**config.mk**
```make
export PLATFORM = sky130hd
export DESIGN_NAME = ball_ctrl
export DESIGN_NICKNAME = d
export VERILOG_FILES = /design/src/rtl/game_pkg.sv /design/src/rtl/step_timer.sv /design/src/rtl/ball_ctrl.sv
export SDC_FILE = /design/constraint.sdc
export NUM_CORES = 1
export LEC_CHECK = 0
export CORE_MARGIN = 1
export CORE_UTILIZATION = 63
export DETAILED_ROUTE_END_ITERATION = 10
export GPL_ROUTABILITY_DRIVEN = 1
export PLACE_DENSITY = 0.9
export SETUP_SLACK_MARGIN = 0.3
export SLEW_MARGIN = 20
export SYNTH_ARGS = -nofsm -noshare
export SYNTH_HDL_FRONTEND = slang
export SYNTH_SLANG_ARGS = --single-unit
```
**constraint.sdc**
```tcl
create_clock -name clk -period 5.25 [get_ports clk]
set_input_delay 0.525 -clock clk [delete_from_list [all_inputs] [get_ports clk]]
set_output_delay 0.525 -clock clk [all_outputs]
set_load 0.02 [all_outputs]
```
**src/rtl/game_pkg.sv**
```systemverilog
// Shared playfield geometry and state/direction types for the ball, brick and paddle blocks.
package game_pkg;

    localparam int FIELD_W   = 500;
    localparam int FIELD_H   = 480;
    localparam int BALL_SIZE = 20;
    localparam int PADDLE_W  = 80;
    localparam int PADDLE_Y  = 450;

    typedef enum logic [1:0] {
        ST_IDLE,
        ST_MOVE,
        ST_LOST,
        ST_OVER
    } state_e;

    typedef enum logic {
        DX_RIGHT,
        DX_LEFT
    } xdir_e;

    typedef enum logic {
        DY_UP,
        DY_DOWN
    } ydir_e;

endpackage

```
**src/rtl/step_timer.sv**
```systemverilog
// Free-running pacing counter: pulses step_o once every STEP_DELAY enabled cycles.
module step_timer #(
    parameter int STEP_DELAY = 500000
) (
    input  logic clk,
    input  logic rst,
    input  logic enable_i,
    input  logic clear_i,
    output logic step_o
);
    localparam int CW = (STEP_DELAY > 1) ? $clog2(STEP_DELAY) : 1;
    localparam logic [CW-1:0] LAST = CW'(STEP_DELAY - 1);

    logic [CW-1:0] count_q;

    assign step_o = enable_i && (count_q == LAST);

    always_ff @(posedge clk) begin
        if (rst || clear_i) begin
            count_q <= '0;
        end else if (enable_i) begin
            count_q <= step_o ? '0 : count_q + 1'b1;
        end
    end

endmodule

```
**src/rtl/ball_ctrl.sv**
```systemverilog
// Ball position/direction controller: holds the ball on the paddle, paces its motion,
// bounces it off walls, paddle and bricks, and tracks lives through to game over.
module ball_ctrl
    import game_pkg::*;
#(
    parameter int SPEED      = 1,
    parameter int STEP_DELAY = 500000,
    parameter int LIVES      = 3
) (
    input  logic       clk,
    input  logic       rst,
    input  logic [8:0] paddle_x,
    input  logic       launch,
    input  logic       brick_hit,
    input  logic       brick_low,
    output logic [8:0] ball_x,
    output logic [8:0] ball_y,
    output logic       ball_active,
    output logic       ball_lost,
    output logic [2:0] lives,
    output logic       game_over
);
    // All geometry is held at 10 bits so sums near the field edge cannot wrap.
    localparam logic [9:0] SPD      = 10'(SPEED);
    localparam logic [9:0] SIZE     = 10'(BALL_SIZE);
    localparam logic [9:0] X_MAX    = 10'(FIELD_W - BALL_SIZE);
    localparam logic [9:0] Y_LIMIT  = 10'(FIELD_H);
    localparam logic [9:0] PAD_Y    = 10'(PADDLE_Y);
    localparam logic [9:0] PAD_W    = 10'(PADDLE_W);
    localparam logic [9:0] REST_Y   = 10'(PADDLE_Y - BALL_SIZE);
    localparam logic [9:0] HOLD_OFS = 10'(PADDLE_W / 2 - BALL_SIZE / 2);
    localparam logic [8:0] START_X  = 9'((FIELD_W - BALL_SIZE) / 2);

    state_e     state_q, state_d;
    xdir_e      dx_q, dx_d;
    ydir_e      dy_q, dy_d;
    logic [8:0] ballX_q, ballX_d;
    logic [8:0] ballY_q, ballY_d;
    logic       hitPending_q, hitPending_d;
    logic [2:0] lives_q, lives_d;
    logic       active_q, lost_q, over_q;

    logic       step;
    logic       brickNow;
    logic       paddleHit;
    logic       effUp;
    logic [9:0] bx, by, px;

    step_timer #(
        .STEP_DELAY(STEP_DELAY)
    ) u_timer (
        .clk     (clk),
        .rst     (rst),
        .enable_i(state_q == ST_MOVE),
        .clear_i (state_q != ST_MOVE),
        .step_o  (step)
    );

    assign bx        = {1'b0, ballX_q};
    assign by        = {1'b0, ballY_q};
    assign px        = {1'b0, paddle_x};
    assign brickNow  = hitPending_q | brick_hit;
    assign paddleHit = (by + SIZE + SPD >= PAD_Y) && (by + SIZE <= PAD_Y) &&
                       (bx + SIZE >= px) && (bx <= px + PAD_W);
    // A brick reflection outside the wall/paddle cases moves the ball the new way at once.
    assign effUp     = (dy_q == DY_UP) != brickNow;

    always_comb begin
        state_d      = state_q;
        dx_d         = dx_q;
        dy_d         = dy_q;
        ballX_d      = ballX_q;
        ballY_d      = ballY_q;
        hitPending_d = hitPending_q;
        lives_d      = lives_q;

        if (brick_low && (state_q != ST_OVER)) begin
            state_d = ST_OVER;
        end else begin
            case (state_q)
                ST_IDLE: begin
                    ballX_d = 9'(px + HOLD_OFS);
                    ballY_d = REST_Y[8:0];
                    if (launch) begin
                        state_d      = ST_MOVE;
                        dx_d         = DX_RIGHT;
                        dy_d         = DY_UP;
                        hitPending_d = 1'b0;
                    end
                end
                ST_MOVE: begin
                    hitPending_d = step ? 1'b0 : brickNow;
                    if (step) begin
                        if ((dy_q == DY_DOWN) && (by + SIZE + SPD >= Y_LIMIT)) begin
                            state_d = ST_LOST;
                        end else begin
                            if (dx_q == DX_RIGHT) begin
                                if (bx + SPD >= X_MAX) begin
                                    ballX_d = X_MAX[8:0];
                                    dx_d    = DX_LEFT;
                                end else begin
                                    ballX_d = 9'(bx + SPD);
                                end
                            end else begin
                                if (bx <= SPD) begin
                                    ballX_d = '0;
                                    dx_d    = DX_RIGHT;
                                end else begin
                                    ballX_d = 9'(bx - SPD);
                                end
                            end

                            if ((dy_q == DY_DOWN) && paddleHit) begin
                                ballY_d = REST_Y[8:0];
                                dy_d    = brickNow ? DY_DOWN : DY_UP;
                            end else if ((dy_q == DY_UP) && (by <= SPD)) begin
                                ballY_d = '0;
                                dy_d    = brickNow ? DY_UP : DY_DOWN;
                            end else if (effUp) begin
                                ballY_d = (by <= SPD) ? '0 : 9'(by - SPD);
                                dy_d    = DY_UP;
                            end else begin
                                ballY_d = 9'(by + SPD);
                                dy_d    = DY_DOWN;
                            end
                        end
                    end
                end
                ST_LOST: begin
                    lives_d = (lives_q == 3'd0) ? 3'd0 : lives_q - 3'd1;
                    state_d = (lives_q <= 3'd1) ? ST_OVER : ST_IDLE;
                end
                default: begin
                end
            endcase
        end
    end

    always_ff @(posedge clk) begin
        if (rst) begin
            state_q      <= ST_IDLE;
            dx_q         <= DX_RIGHT;
            dy_q         <= DY_UP;
            ballX_q      <= START_X;
            ballY_q      <= REST_Y[8:0];
            hitPending_q <= 1'b0;
            lives_q      <= 3'(LIVES);
            active_q     <= 1'b0;
            lost_q       <= 1'b0;
            over_q       <= 1'b0;
        end else begin
            state_q      <= state_d;
            dx_q         <= dx_d;
            dy_q         <= dy_d;
            ballX_q      <= ballX_d;
            ballY_q      <= ballY_d;
            hitPending_q <= hitPending_d;
            lives_q      <= lives_d;
            active_q     <= (state_d == ST_MOVE);
            lost_q       <= (state_d == ST_LOST);
            over_q       <= (state_d == ST_OVER);
        end
    end

    assign ball_x      = ballX_q;
    assign ball_y      = ballY_q;
    assign ball_active = active_q;
    assign ball_lost   = lost_q;
    assign lives       = lives_q;
    assign game_over   = over_q;

endmodule

```
==> key figures <==
Global routing
  – Grt met3 use: 6.06%
  – Gr busiest metal: met2
  – Met2 Use GR: 46.8%
  – Vias in the first global route: 3,719
  – Initial antenna violation count: 0
  – Largest net degree at the start of global routing: 27
  – Global-route wire length before repair: 17.5 mm
  – Total track usage: 30.2%
  – Total grt overflow: 0
  – M1 GR Usage: 41.9%

Pwr
  – PwrDens: 200 nW/um^2
  – Design Power: 0.923 mW
  – VDD IR-drop max: 249 uV
  – LEAKAGE: 1.71 nW

STA
  – Worst-Margin Slew: 0.783 ns
  – Final worst path period share: 66.0%
  – Final worst slack: 1.78 ns
  – Final Skew: 0.00958 ns
  – Min Clock Period, post-route: 3.47 ns
  – # setup viols final: 0
  – Slew headroom: 47.8%
  – Max Clk Rate: 288 MHz
  – Setup TNS: 0 ns
  – Slew Viols, Final: 0
  – Hold Vio Cnt, Final: 0
  – RSZ-0062 raised after global routing: false

Logic synthesis
  – Synth async-reset ratio: 0%
  – Syn nets: 601
  – Synth area leaders: dfxtp_1, ha_1, nor2_1
  – Register area share after synthesis: 23.2%
  – Post-synthesis average cell area: 7.49 um^2
  – Yosys top cell by area: dfxtp_1
  – Synth Cell Area: 4140 um^2
  – Flops & latches, synth: 48
  – Synth top area share: 23.2%
  – YS warnings: 0
  – EDFF count, synth: 0
  – Mapped Cells: 552
  – Yosys cell types: 67
  – Prevailing post-synth register cell: dfxtp_1
  – Most frequent cell after synthesis: nor2_1
  – Post-synth top cells: nor2_1, nand2_1, dfxtp_1

CTS
  – Hold-fix buffer count after cts: 0
  – Clock transition at path regs: 0.09 ns
  – TritonCTS buffer count: 5
  – CTS Sinks: 48
  – Post-CTS sizing: 0
  – CTS tree: built
  – Worst-skew pair later-pin latency: 0.31 ns
  – Clock buffer depth: 2
  – Post-CTS Setup Bufs: 0
  – CTS root buffer: clkbuf_8
  – Htree depth: 2

Worst hold path
  – Hold_sp: u_timer.count_q[0]$_SDFFE_PP0P_
  – Hold Path End: u_timer.count_q[0]$_SDFFE_PP0P_
  – Hold depth: 1
  – Worst Hold Class: reg2reg

Layout
  – ANT cells: 0
  – Final #Nets: 615
  – Fillers: 511
  – Register area: 961 um^2
  – Layout cell share with drive strength beyond 1: 3.70%
  – Finished Layout Cells: 644
  – Multi-input gate area: 2950 um^2
  – Final Util: 72.5%
  – Area growth syn-to-layout: 11.3%

Floorplanning
  – Die W: 83.0 um
  – I/O pin total: 38
  – Die area: 6890 um^2
  – Initial core utilization: 65.1%
  – Row count: 29
  – CORE AREA: 6350 um^2
  – Die H: 83.0 um

Setup path
  – CP Launch Type: input pin
  – WP buf/inv: 2
  – Worst flop-to-flop path endpoint: ball_y[5]$_SDFFE_PP1P_
  – WP data arrival: 3.67 ns
  – Number of cells on the critical path: 11
  – Slowest cell on crit path: clkdlybuf4s50_1
  – Crit-path max FO: 11
  – Setup CP Type: in2reg
  – RR Startpoint: ball_y[2]$_SDFFE_PP1P_
  – CP cell instances: clkdlybuf4s50_1, inv_1, ha_1, ha_1, nand4_1, a21oi_1, o41ai_1, or4b_4, o21ai_2, a211oi_1, a31o_1
  – Worst endpoint required time: 5.46 ns
  – CP most frequent cell: ha_1
  – CP delay by family, top: compound AO/OA/AOI/OAI gates
  – Crit-path max cell delay: 0.54 ns
  – FF-to-FF path depth: 9
  – Internal reg-to-reg setup slack: 1.82 ns
  – Setup crit end kind: flop

Placed design
  – Post-Place Setup Slack: 1.48 ns
  – Port bufs: 37
  – Placed insts: 636
  – Placed wire-length estimate: 7.78 mm
  – GP Congestion: 0.948

Route
  – WL per Instance: 16.4 um
  – Via density: 6.52
  – Vias: 4,196
  – Post-route DRC: 0
  – 1st-iter DRT viols: 303
  – DRT Pass-1 Iters: 5
  – Remaining antenna violation count: 0
  – WL final: 10.5 mm

Run
  – Max Cap Viol: 0

Run status
  – Status: finished, final reports clean
-- cell families (layout without fill, tap and decap cells) --
family,after synthesis,in the layout,share of synthesized area (%)
DFF,48,48,23.2
AOI/OAI and AO/OA,144,144,23.1
muxes,2,2,0.544
buffers and inverters,54,69,5.54
adders and majority gates,35,35,10.6
xor gates and xnor gates,42,42,9.07
and+or+nand+nor,227,227,27.9
-- how the worst max path moves through the flow --
stage | start | endpoint | slack, ns
floorplan | ball_y[2]$_SDFFE_PP1P_ | ball_y[5]$_SDFFE_PP1P_ | 2.42
global placement | paddle_x[4] | ball_y[6]$_SDFFE_PP0P_ | 1.61
detailed placement | paddle_x[4] | ball_y[6]$_SDFFE_PP0P_ | 1.48
CTS | paddle_x[4] | ball_y[6]$_SDFFE_PP0P_ | 1.81
global route | paddle_x[4] | ball_y[6]$_SDFFE_PP0P_ | 1.64
finish | paddle_x[4] | ball_y[6]$_SDFFE_PP0P_ | 1.78
-- area by class of cell --
cell class | count | area share [%]
timing repair buffer | 37 | 8.05
multi-input combinational | 450 | 64.0
tap | 77 | 2.09
clock inverter | 3 | 1.50
sequential | 48 | 20.9
clock buffer | 5 | 1.50
inverter | 24 | 1.96
-- report_power, final --
group	leakage, nW	switching (mW)	internal (mW)
Combinational	1.25	0.115	0.0887
Sequential	0.390	0.0249	0.373
Clock	0.0687	0.129	0.192
Total	1.71	0.269	0.653
-- placed cells by master, fill, tap and decap left out, drive strengths merged, types with 3 or more instances in the layout --
cell / netlist / final
nor2: 59 / 59
nand2: 52 / 52
dfxtp: 48 / 48
a21oi: 42 / 42
clkdlybuf4s50: 0 / 37
ha: 35 / 35
o21ai: 32 / 32
inv: 24 / 25
xnor2: 25 / 25
nand3: 23 / 23
xor2: 17 / 17
nor3: 16 / 16
and3: 11 / 11
a211oi: 10 / 10
nand4: 9 / 9
nor4: 9 / 9
nor2b: 8 / 8
and2: 7 / 7
or3: 6 / 6
a21o: 6 / 6
or4: 6 / 6
o31ai: 6 / 6
nor4b: 5 / 5
clkbuf: 21 / 5
a221oi: 4 / 4
o311ai: 4 / 4
a221o: 4 / 4
o31a: 3 / 3
o211ai: 3 / 3
o2111ai: 3 / 3
o22ai: 3 / 3
or2: 3 / 3
or4b: 3 / 3
a21boi: 3 / 3
-- flip-flops by register name, summed over array words and instances (netlist names) --
name,flops
lives,3
ball_x,9
ball_active,1
ball_lost,1
game_over,1
dx_q,1
hitPending_q,1
dy_q,1
ball_y,9
state_q,2
u_timer.count_q,19
-- routing by layer --
| metal | share of wire, % | routed length [um] |
|---|---|---|
| met5 | 0 | 0 |
| met4 | 1.8 | 187 |
| met3 | 7.1 | 749 |
| met2 | 46 | 4850 |
| met1 | 45 | 4760 |
-- metrics by stage --
step           instance area, um^2  hold WS [ns]
2_1_floorplan                 4140         0.430
3_3_place_gp                  4460         0.451
3_5_place_dp                  4460         0.454
4_1_cts                       4600         0.478
5_1_grt                       4600         0.487
6_report                      4600         0.475
-- worst reg2reg max path, delay by kind of cell (launching register included) --
family / cells / cell delay, ns
and+or+nand+nor: 3 / 1.00
adders and majority gates: 1 / 0.62
xor gates and xnor gates: 1 / 0.26
AOI/OAI and AO/OA: 4 / 0.92
DFF: 1 / 0.54
Note: power is estimated with default switching activity, not from simulation.
